### src/rtl/pipe_stall_ctrl_if.sv
// Stall/flush controller bundle: per-stage stall requests and flush/clear
// controls in, the stall vector, flush, watchdog and performance counters out.
interface pipe_stall_ctrl_if #(
  parameter int CNT_WIDTH = 32
);
  logic                 stallreq_if;
  logic                 stallreq_id;
  logic                 stallreq_ex;
  logic                 stallreq_mem;
  logic                 flush_req;
  logic                 cnt_clr;
  logic [5:0]           stall;
  logic                 flush;
  logic                 hang;
  logic [1:0]           state;
  logic [CNT_WIDTH-1:0] stall_cycles;
  logic [CNT_WIDTH-1:0] stall_events;

  // Requesting side: pipeline stages and the performance monitor.
  modport master (
    output stallreq_if, stallreq_id, stallreq_ex, stallreq_mem, flush_req, cnt_clr,
    input  stall, flush, hang, state, stall_cycles, stall_events
  );

  // Controller side.
  modport slave (
    input  stallreq_if, stallreq_id, stallreq_ex, stallreq_mem, flush_req, cnt_clr,
    output stall, flush, hang, state, stall_cycles, stall_events
  );
endinterface

### src/rtl/pipe_stall_ctrl.sv
// Central stall/flush controller for the 6-stage pipeline.
// The deepest stalling stage freezes itself and every stage upstream of it;
// flush squashes the pipeline and overrides any stall. A watchdog on the
// length of an unbroken stall run flags a hung pipeline until flushed.
module pipe_stall_ctrl #(
  parameter int WDOG_LIMIT = 256,
  parameter int CNT_WIDTH  = 32
) (
  input logic             clk,
  input logic             rst,
  pipe_stall_ctrl_if.slave bus
);

  localparam int RL_W = $clog2(WDOG_LIMIT + 1);
  localparam logic [RL_W-1:0] RL_MAX  = RL_W'(WDOG_LIMIT);
  localparam logic [RL_W-1:0] RL_HANG = RL_W'(WDOG_LIMIT - 1);

  typedef enum logic [1:0] {
    RUN   = 2'b00,
    STALL = 2'b01,
    HANG  = 2'b10
  } state_t;

  state_t               state_q, state_d;
  logic [RL_W-1:0]      run_len_q, run_len_d;
  logic                 prev_stalled_q;
  logic [CNT_WIDTH-1:0] cycles_q, events_q;
  logic [5:0]           stall_vec;
  logic                 any_stall;

  function automatic logic [CNT_WIDTH-1:0] cnt_sat_inc(input logic [CNT_WIDTH-1:0] v);
    return (&v) ? v : v + {{(CNT_WIDTH-1){1'b0}}, 1'b1};
  endfunction

  function automatic logic [RL_W-1:0] run_sat_inc(input logic [RL_W-1:0] v);
    return (v == RL_MAX) ? v : v + {{(RL_W-1){1'b0}}, 1'b1};
  endfunction

  // Merge stage requests: deepest requester wins; reset and flush force no stall.
  always_comb begin
    stall_vec = 6'b000000;
    if (!rst && !bus.flush_req) begin
      if (bus.stallreq_mem)      stall_vec = 6'b011111;
      else if (bus.stallreq_ex)  stall_vec = 6'b001111;
      else if (bus.stallreq_id)  stall_vec = 6'b000111;
      else if (bus.stallreq_if)  stall_vec = 6'b000011;
    end
  end

  assign any_stall = |stall_vec;

  // Next state and stall-run length; HANG is left only by flush (or reset).
  always_comb begin
    state_d   = state_q;
    run_len_d = any_stall ? run_sat_inc(run_len_q) : '0;
    case (state_q)
      RUN:     if (any_stall) state_d = STALL;
      STALL: begin
        if (!any_stall)                state_d = RUN;
        else if (run_len_q == RL_HANG) state_d = HANG;
      end
      HANG:    if (bus.flush_req) state_d = RUN;
      default: state_d = RUN;
    endcase
  end

  // Control state register.
  always_ff @(posedge clk) begin
    if (rst) begin
      state_q        <= RUN;
      run_len_q      <= '0;
      prev_stalled_q <= 1'b0;
    end else begin
      state_q        <= state_d;
      run_len_q      <= run_len_d;
      prev_stalled_q <= any_stall;
    end
  end

  // Saturating performance counters; a clear beats a coincident increment.
  always_ff @(posedge clk) begin
    if (rst || bus.cnt_clr) begin
      cycles_q <= '0;
      events_q <= '0;
    end else begin
      if (any_stall)                   cycles_q <= cnt_sat_inc(cycles_q);
      if (any_stall && !prev_stalled_q) events_q <= cnt_sat_inc(events_q);
    end
  end

  assign bus.stall        = stall_vec;
  assign bus.flush        = bus.flush_req & ~rst;
  assign bus.hang         = (state_q == HANG);
  assign bus.state        = state_q;
  assign bus.stall_cycles = cycles_q;
  assign bus.stall_events = events_q;

endmodule

### src/flat_wrapper.sv
// flat-port wrapper written by rule: the top's interface ports become plain ports
module pipe_stall_ctrl_flat 
#(
  parameter int WDOG_LIMIT = 256,
  parameter int CNT_WIDTH  = 32
)
  (clk, rst, bus_stallreq_if, bus_stallreq_id, bus_stallreq_ex, bus_stallreq_mem, bus_flush_req, bus_cnt_clr, bus_stall, bus_flush, bus_hang, bus_state, bus_stall_cycles, bus_stall_events);
  pipe_stall_ctrl_if #(.CNT_WIDTH(CNT_WIDTH)) bus_i ();
  input logic clk;
  input logic rst;
  input wire logic [$bits(bus_i.stallreq_if)-1:0] bus_stallreq_if;
  input wire logic [$bits(bus_i.stallreq_id)-1:0] bus_stallreq_id;
  input wire logic [$bits(bus_i.stallreq_ex)-1:0] bus_stallreq_ex;
  input wire logic [$bits(bus_i.stallreq_mem)-1:0] bus_stallreq_mem;
  input wire logic [$bits(bus_i.flush_req)-1:0] bus_flush_req;
  input wire logic [$bits(bus_i.cnt_clr)-1:0] bus_cnt_clr;
  output wire logic [$bits(bus_i.stall)-1:0] bus_stall;
  output wire logic [$bits(bus_i.flush)-1:0] bus_flush;
  output wire logic [$bits(bus_i.hang)-1:0] bus_hang;
  output wire logic [$bits(bus_i.state)-1:0] bus_state;
  output wire logic [$bits(bus_i.stall_cycles)-1:0] bus_stall_cycles;
  output wire logic [$bits(bus_i.stall_events)-1:0] bus_stall_events;
  assign bus_i.stallreq_if = bus_stallreq_if;
  assign bus_i.stallreq_id = bus_stallreq_id;
  assign bus_i.stallreq_ex = bus_stallreq_ex;
  assign bus_i.stallreq_mem = bus_stallreq_mem;
  assign bus_i.flush_req = bus_flush_req;
  assign bus_i.cnt_clr = bus_cnt_clr;
  assign bus_stall = bus_i.stall;
  assign bus_flush = bus_i.flush;
  assign bus_hang = bus_i.hang;
  assign bus_state = bus_i.state;
  assign bus_stall_cycles = bus_i.stall_cycles;
  assign bus_stall_events = bus_i.stall_events;
  pipe_stall_ctrl #(.WDOG_LIMIT(WDOG_LIMIT), .CNT_WIDTH(CNT_WIDTH)) u_core (.clk(clk), .rst(rst), .bus(bus_i));
endmodule
### config.mk
export PLATFORM = sky130hd
export DESIGN_NAME = pipe_stall_ctrl_flat
export DESIGN_NICKNAME = d
export VERILOG_FILES = /design/src/rtl/pipe_stall_ctrl_if.sv /design/src/rtl/pipe_stall_ctrl.sv /design/src/flat_wrapper.sv
export SDC_FILE = /design/constraint.sdc
export NUM_CORES = 1
export LEC_CHECK = 0
export ABC_AREA = 1
export CORE_MARGIN = 3
export CORE_UTILIZATION = 42
export DETAILED_ROUTE_END_ITERATION = 10
export GPL_TIMING_DRIVEN = 0
export PLACE_DENSITY = 0.75
export SLEW_MARGIN = 30
export SYNTH_ARGS = -nofsm -noshare
export SYNTH_HDL_FRONTEND = slang
export SYNTH_SLANG_ARGS = --single-unit
### constraint.sdc
create_clock -name clk -period 2 [get_ports clk]
set_input_delay 0.5 -clock clk [delete_from_list [all_inputs] [get_ports clk]]
set_output_delay 0.5 -clock clk [all_outputs]
set_load 0.05 [all_outputs]
==> summary.txt, run 1 <==
status -> complete, no violations
Cells after Synth -> 788
CORE AREA -> 10980 um^2
total track usage -> 20.59%
Die W -> 112.8 um
hpwl dp -> 9846 um
WS Path Type -> primary input to output pin
final worst path period need -> 1936 ps
grt total ovfl -> 0
FMAX -> 516.5 MHz
sequential area share after synthesis -> 31.74%
post-layout instance area -> 6110 um^2
Clock transition at path regs -> 60 ps
most used cell, CP -> buf_8
Worst-Skew Late Latency -> 340 ps
Post-Place Cell Area -> 5777 um^2
chip height -> 112.8 um
Core Util, Final -> 55.63%
GR met3 Demand/Resource -> 4.225%
first-pass GRT wire length -> 21490 um
fraction of layout cells with a size suffix above 1 -> 10.66%
CTS Sinks -> 76
Final Skew -> 8.920 ps
max-slew violations -> 0
Final Hold Fails -> 0
Vias per Instance -> 4.901
placed insts -> 1008
DRT antenna net count -> 0
final setup fails -> 0
n_diodes -> 0
multi-input logic area -> 2879 um^2
Synth Register Bits -> 76
via count -> 5053
most frequent cells in the layout -> 286 x nand2_1, 139 x nor2_1, 73 x inv_1
crit-path max cell delay -> 190 ps
Pwr Density -> 570.3 nW/um^2
Tcrit/Tclk final -> 96.81%
Mapped Area -> 4793 um^2
sequential standard cell area -> 1533 um^2
Static Leak -> 0.002519 uW
crit path cell chain -> clkdlybuf4s15_1 -> nor2_2 -> nand3_2 -> nand2_4 -> inv_6 -> buf_8 -> buf_6 -> buf_8
CP arrival -> 1440 ps
met2 usage -> 34.40%
Pre-Repair DR Iteration Count -> 5
Worst Tran Pin Value -> 673.5 ps
I/O pins -> 82
die area -> 12730 um^2
vias in the first global route -> 4549
DR WL/cell -> 12.67 um
# port buffers -> 80
fin worst setup slack -> 63.72 ps
CP bufs+invs -> 5
busiest grt layer -> met2
met1 Usage GRT -> 27.08%
cts bufs inserted -> 9
commonest non-fill, non-tap cell in the layout -> nand2_1
Final nets -> 900
Syn Nets -> 801
Startpoint Class -> primary input
final cell count without fillers -> 1031
initial antenna violation count -> 0
# fillers -> 1097
syn avg cell area -> 6.083 um^2
Layout area overhead -> 27.46%
Crit. End Element -> output pin
CTS tree -> done
Clock Path Buffers -> 2
Synthesis Warnings -> 0
Initial Util -> 43.64%
row count -> 38
Worst EP required -> 1500 ps
cts hold-fix bufs -> 0
DRC -> 0
Place WS -> -1308 ps
critical path fanouts, max -> 4
Critical-path top delay cell -> clkdlybuf4s15_1
H-tree levels -> 3
DRT iter0 DRCs -> 395
max-capacitance violation count -> 0
GP Congestion -> 0.9301
Max IR drop VDD -> 0.4957 mV
largest net degree at the start of global routing -> 13
clock root cell -> clkbuf_16
hold crit path type -> register to register
CP top delay family -> buffers and inverters
Slew headroom -> 55.10%
unique cell type count in the Yosys netlist -> 30
Routed WL -> 13060 um
-- sequential cells by signal, indices dropped and copies added (netlist names) --
signal	cells
u_core.bus.stall_cycles	32
u_core.run_len_q	9
u_core.bus.state	2
u_core.prev_stalled_q	1
u_core.bus.stall_events	32
-- repair_timing --
action | 4_1_cts | 5_1_grt
buffers inserted | 4 | 4
hold endpoints to repair | 0 | 0
gates cloned | 0 | 0
gates resized for setup | 115 | 17
pin swaps | 4 | 6
setup endpoints to repair | 119 | 38
-- power by group --
part           internal (uW)  leakage (uW)  switching [uW]
registers               1520      0.000617            6.97
clock network           1080      0.000148             649
logic                   72.8       0.00175             153
-- path summary, 6_finish.rpt --
| kind | from | depth (start not counted) | to | slack (ps) |
|---|---|---|---|---|
| worst max-delay path | bus_stallreq_mem | 8 | bus_stall[1] | 60 |
| worst min-delay path | u_core.bus.state[1]$_SDFFE_PP0P_ | 1 | u_core.bus.state[0]$_SDFFE_PP0P_ | 460 |
| worst max register to register | u_core.bus.stall_events[1]$_SDFFE_PP0P_ | 11 | u_core.bus.stall_events[15]$_SDFFE_PP0P_ | 140 |
| worst min register to register | u_core.bus.state[1]$_SDFFE_PP0P_ | 1 | u_core.bus.state[0]$_SDFFE_PP0P_ | 460 |
-- cells by family after synthesis --
family / count (synthesis) / share of synthesized area (%)
AO/OA/AOI/OAI: 70 / 8.144
buffers and inverters: 96 / 8.875
flip-flops: 76 / 31.74
XOR/XNOR: 29 / 5.299
adder cells (fa/ha/maj): 5 / 1.305
AND/OR/NAND/NOR: 511 / 44.56
other: 1 / 0.07823
-- per-layer routing --
layer	routed length (um)	up-vias	part of all wire, %
met5	0	-	0
met4	195	0	1.5
met3	763	16	5.8
met2	6036	143	46
met1	6063	2254	46
li1	-	2640	-
-- layout make-up --
| class | count | area share, % |
|---|---|---|
| clock buffer | 10 | 3.748 |
| timing repair buffer | 88 | 12.53 |
| tap | 140 | 2.867 |
| buffer | 19 | 2.560 |
| multi-input combinational | 616 | 47.12 |
| sequential | 76 | 25.09 |
| clock inverter | 5 | 1.270 |
| inverter | 77 | 4.813 |
-- stage by stage --
step / setup TNS [ps] / total power (uW) / hold WS [ps]
final: 0 / 3484 / 458.8
after global routing: -1.686 / 3584 / 489.6
after CTS: 0 / 3509 / 463.1
after detailed placement: -36220 / 1779 / 461.0
after global placement: -35670 / 1777 / 440.9
after floorplan: 0 / 1707 / 462.5
-- synthesized netlist by cell type --
cell / n / area share [%]
or2_2: 1 / 0.13
nor2_2: 3 / 0.39
o21ai_0: 12 / 1.3
nor2_8: 1 / 0.42
inv_2: 3 / 0.23
conb_1: 1 / 0.078
buf_4: 3 / 0.47
inv_1: 74 / 5.8
nand2_4: 5 / 1.2
nor2_1: 141 / 11
nor4_1: 1 / 0.13
buf_12: 1 / 0.42
buf_8: 1 / 0.31
nand3_1: 33 / 3.4
xnor2_1: 11 / 2.0
a211oi_1: 1 / 0.16
nor3_1: 8 / 0.84
nand4_1: 12 / 1.6
ha_1: 5 / 1.3
a21oi_1: 47 / 4.9
a21oi_2: 10 / 1.8
nand2_2: 13 / 1.7
clkbuf_1: 8 / 0.63
buf_2: 3 / 0.31
nor2_4: 4 / 0.94
xor2_1: 18 / 3.3
dfxtp_1: 76 / 32
nand2_1: 287 / 22
nand3b_1: 2 / 0.31
buf_6: 3 / 0.70
(Power assumes the default switching activity.)
==> run 2: changes to the inputs <==
==> constraint.sdc (replaced) <==
create_clock -name clk -period 1.9 [get_ports clk]
set_input_delay 0.475 -clock clk [delete_from_list [all_inputs] [get_ports clk]]
set_output_delay 0.475 -clock clk [all_outputs]
set_load 0.05 [all_outputs]
==> run 2 against run 1 <==
  * Flip-flop and latch count is the same
  * Final cell count about the same
  * Critical path depth shrank 7
  * Critical endpoint is now bus_stall_events[18]
  * Critical path type is now register to output pin
  * Final area grew 0.86%
  * Die area unchanged
  * Clock skew is 0.77 ps higher
  * Power rose by 6.6%
  * Sequential share of layout area grew 0.070 points
==> summary.txt, run 2 (synthesis results as in run 1) <==
Vias per Instance -> 4.906
Clock Path Buffers -> 2
initial antenna violation count -> 0
fraction of layout cells with a size suffix above 1 -> 12.92%
worst hold slack -> 388.0 ps
H-tree levels -> 3
Worst-Skew Late Latency -> 340 ps
most frequent cells in the layout -> 286 x nand2_1, 134 x nor2_1, 73 x inv_1
final cell count without fillers -> 1030
max-capacitance violation count -> 0
crit path cell chain -> dlygate4sd2_1
Critical-path top delay cell -> dlygate4sd2_1
vias in the first global route -> 4519
Max IR drop VDD -> 0.4324 mV
WS Path Type -> register to output pin
die area -> 12730 um^2
Clock transition at path regs -> 60 ps
Final nets -> 899
CTS Sinks -> 76
cts hold-fix bufs -> 0
Worst EP required -> 1420 ps
hpwl dp -> 9849 um
row count -> 38
Worst Tran Pin Value -> 676.7 ps
GP Congestion -> 0.9473
chip height -> 112.8 um
via count -> 5053
FMAX -> 535.6 MHz
Worst R2R Path Depth -> 11
final setup fails -> 0
CP bufs+invs -> 1
max-slew violations -> 0
CORE AREA -> 10980 um^2
Startpoint Class -> register
# fillers -> 1113
CP Launch Point -> u_core.bus.stall_events[18]$_SDFFE_PP0P_
total track usage -> 20.70%
Pwr Density -> 602.9 nW/um^2
CP Capture Point -> bus_stall_events[18]
CP arrival -> 1390 ps
DRT iter0 DRCs -> 439
Tcrit/Tclk final -> 98.26%
n_diodes -> 0
hold depth -> 2
Post-Place Cell Area -> 5789 um^2
status -> complete, no violations
Final Skew -> 9.695 ps
Pre-Repair DR Iteration Count -> 5
Routed WL -> 13170 um
Core Util, Final -> 56.11%
Worst R2R Setup Slack -> 90 ps
largest net degree at the start of global routing -> 13
final worst path period need -> 1867 ps
cts bufs inserted -> 9
DRT antenna net count -> 0
worst reg2reg endpoint -> u_core.bus.stall_events[20]$_SDFFE_PP0P_
DRC -> 0
post-layout instance area -> 6162 um^2
Slew headroom -> 54.88%
r2r startpoint -> u_core.bus.stall_events[0]$_SDFFE_PP0P_
CTS tree -> done
# port buffers -> 80
Die W -> 112.8 um
I/O pins -> 82
Layout area overhead -> 28.56%
grt total ovfl -> 0
CP top delay family -> buffers and inverters
TNS Setup -> 0 ps
Static Leak -> 0.002510 uW
Final Hold Fails -> 0
critical path fanouts, max -> 5
DR WL/cell -> 12.79 um
commonest non-fill, non-tap cell in the layout -> nand2_1
first-pass GRT wire length -> 21800 um
crit-path max cell delay -> 580 ps
WP depth -> 1
Initial Util -> 43.64%
Crit. End Element -> output pin
placed insts -> 1008
clock root cell -> clkbuf_16
hold crit path type -> primary input to register
## run 2: cell count changes in the layout (fill, tap and decap cells not counted), moves of 2 or more
cell / change
dfxtp_2: +11
nor2_2: +4
nor2_1: -5
dfxtp_1: -12
dlygate4sd2_1: -6
clkdlybuf4s15_1: +2
## run 2: timing repair
| action | 4_1_cts | 5_1_grt |
|---|---|---|
| buffers inserted | 5 | 2 |
| endpoints found under the hold margin | 0 | 0 |
| pin swaps | 5 | 6 |
| setup endpoints to repair | 130 | 57 |
| cloned | 0 | 0 |
| resized for setup | 126 | 30 |
## run 2: worst register-to-register path: cells and delay by family, from the launching register on
family | cells | cell delay, ps
AO/OA/AOI/OAI | 1 | 50
adder cells (fa/ha/maj) | 1 | 200
buffers and inverters | 2 | 270
flip-flops | 1 | 370
AND/OR/NAND/NOR | 7 | 770
## run 2: where the power goes
part | internal (uW) | switching, uW
registers | 1600 | 7.90
logic | 78.3 | 165
clock network | 1180 | 685
## run 2: how the worst min path moves through the flow
| stage | endpoint | from |
|---|---|---|
| after global routing | u_core.bus.state[1]$_SDFFE_PP0P_ | rst |
| after global placement | u_core.bus.state[0]$_SDFFE_PP0P_ | u_core.bus.state[1]$_SDFFE_PP0P_ |
| after CTS | u_core.bus.state[0]$_SDFFE_PP0P_ | u_core.bus.state[1]$_SDFFE_PP0P_ |
| final | u_core.bus.state[1]$_SDFFE_PP0P_ | rst |
| after detailed placement | u_core.bus.state[0]$_SDFFE_PP0P_ | u_core.bus.state[1]$_SDFFE_PP0P_ |
| after floorplan | u_core.run_len_q[4]$_SDFFE_PP0P_ | u_core.run_len_q[4]$_SDFFE_PP0P_ |
## run 2: stage by stage
step	worst slack, ps	total power (uW)
5_1_grt	-30.28	3819
3_5_place_dp	-1362	1873
2_1_floorplan	-36.56	1797
6_report	33.07	3715
4_1_cts	1.232	3739
3_3_place_gp	-1381	1872
## run 2: per-layer routing
metal,part of all wire (%),global-route usage (%),vias up
met5,0,0,-
met4,1.7,5.449,0
met3,6.0,3.529,21
met2,46,34.36,170
met1,46,27.92,2229
li1,-,-,2633
## run 2: layout make-up
type	count	area [um^2]	share of cell area, %
multi-input cells	616	2914	47.29
well taps	140	175.2	2.843
clock buffers	11	242.7	3.939
repair buffers	87	752.0	12.20
plain buffers	19	160.2	2.599
flip-flops and latches	76	1550	25.16
inverters	77	294.0	4.772
clock inverters	4	73.82	1.198
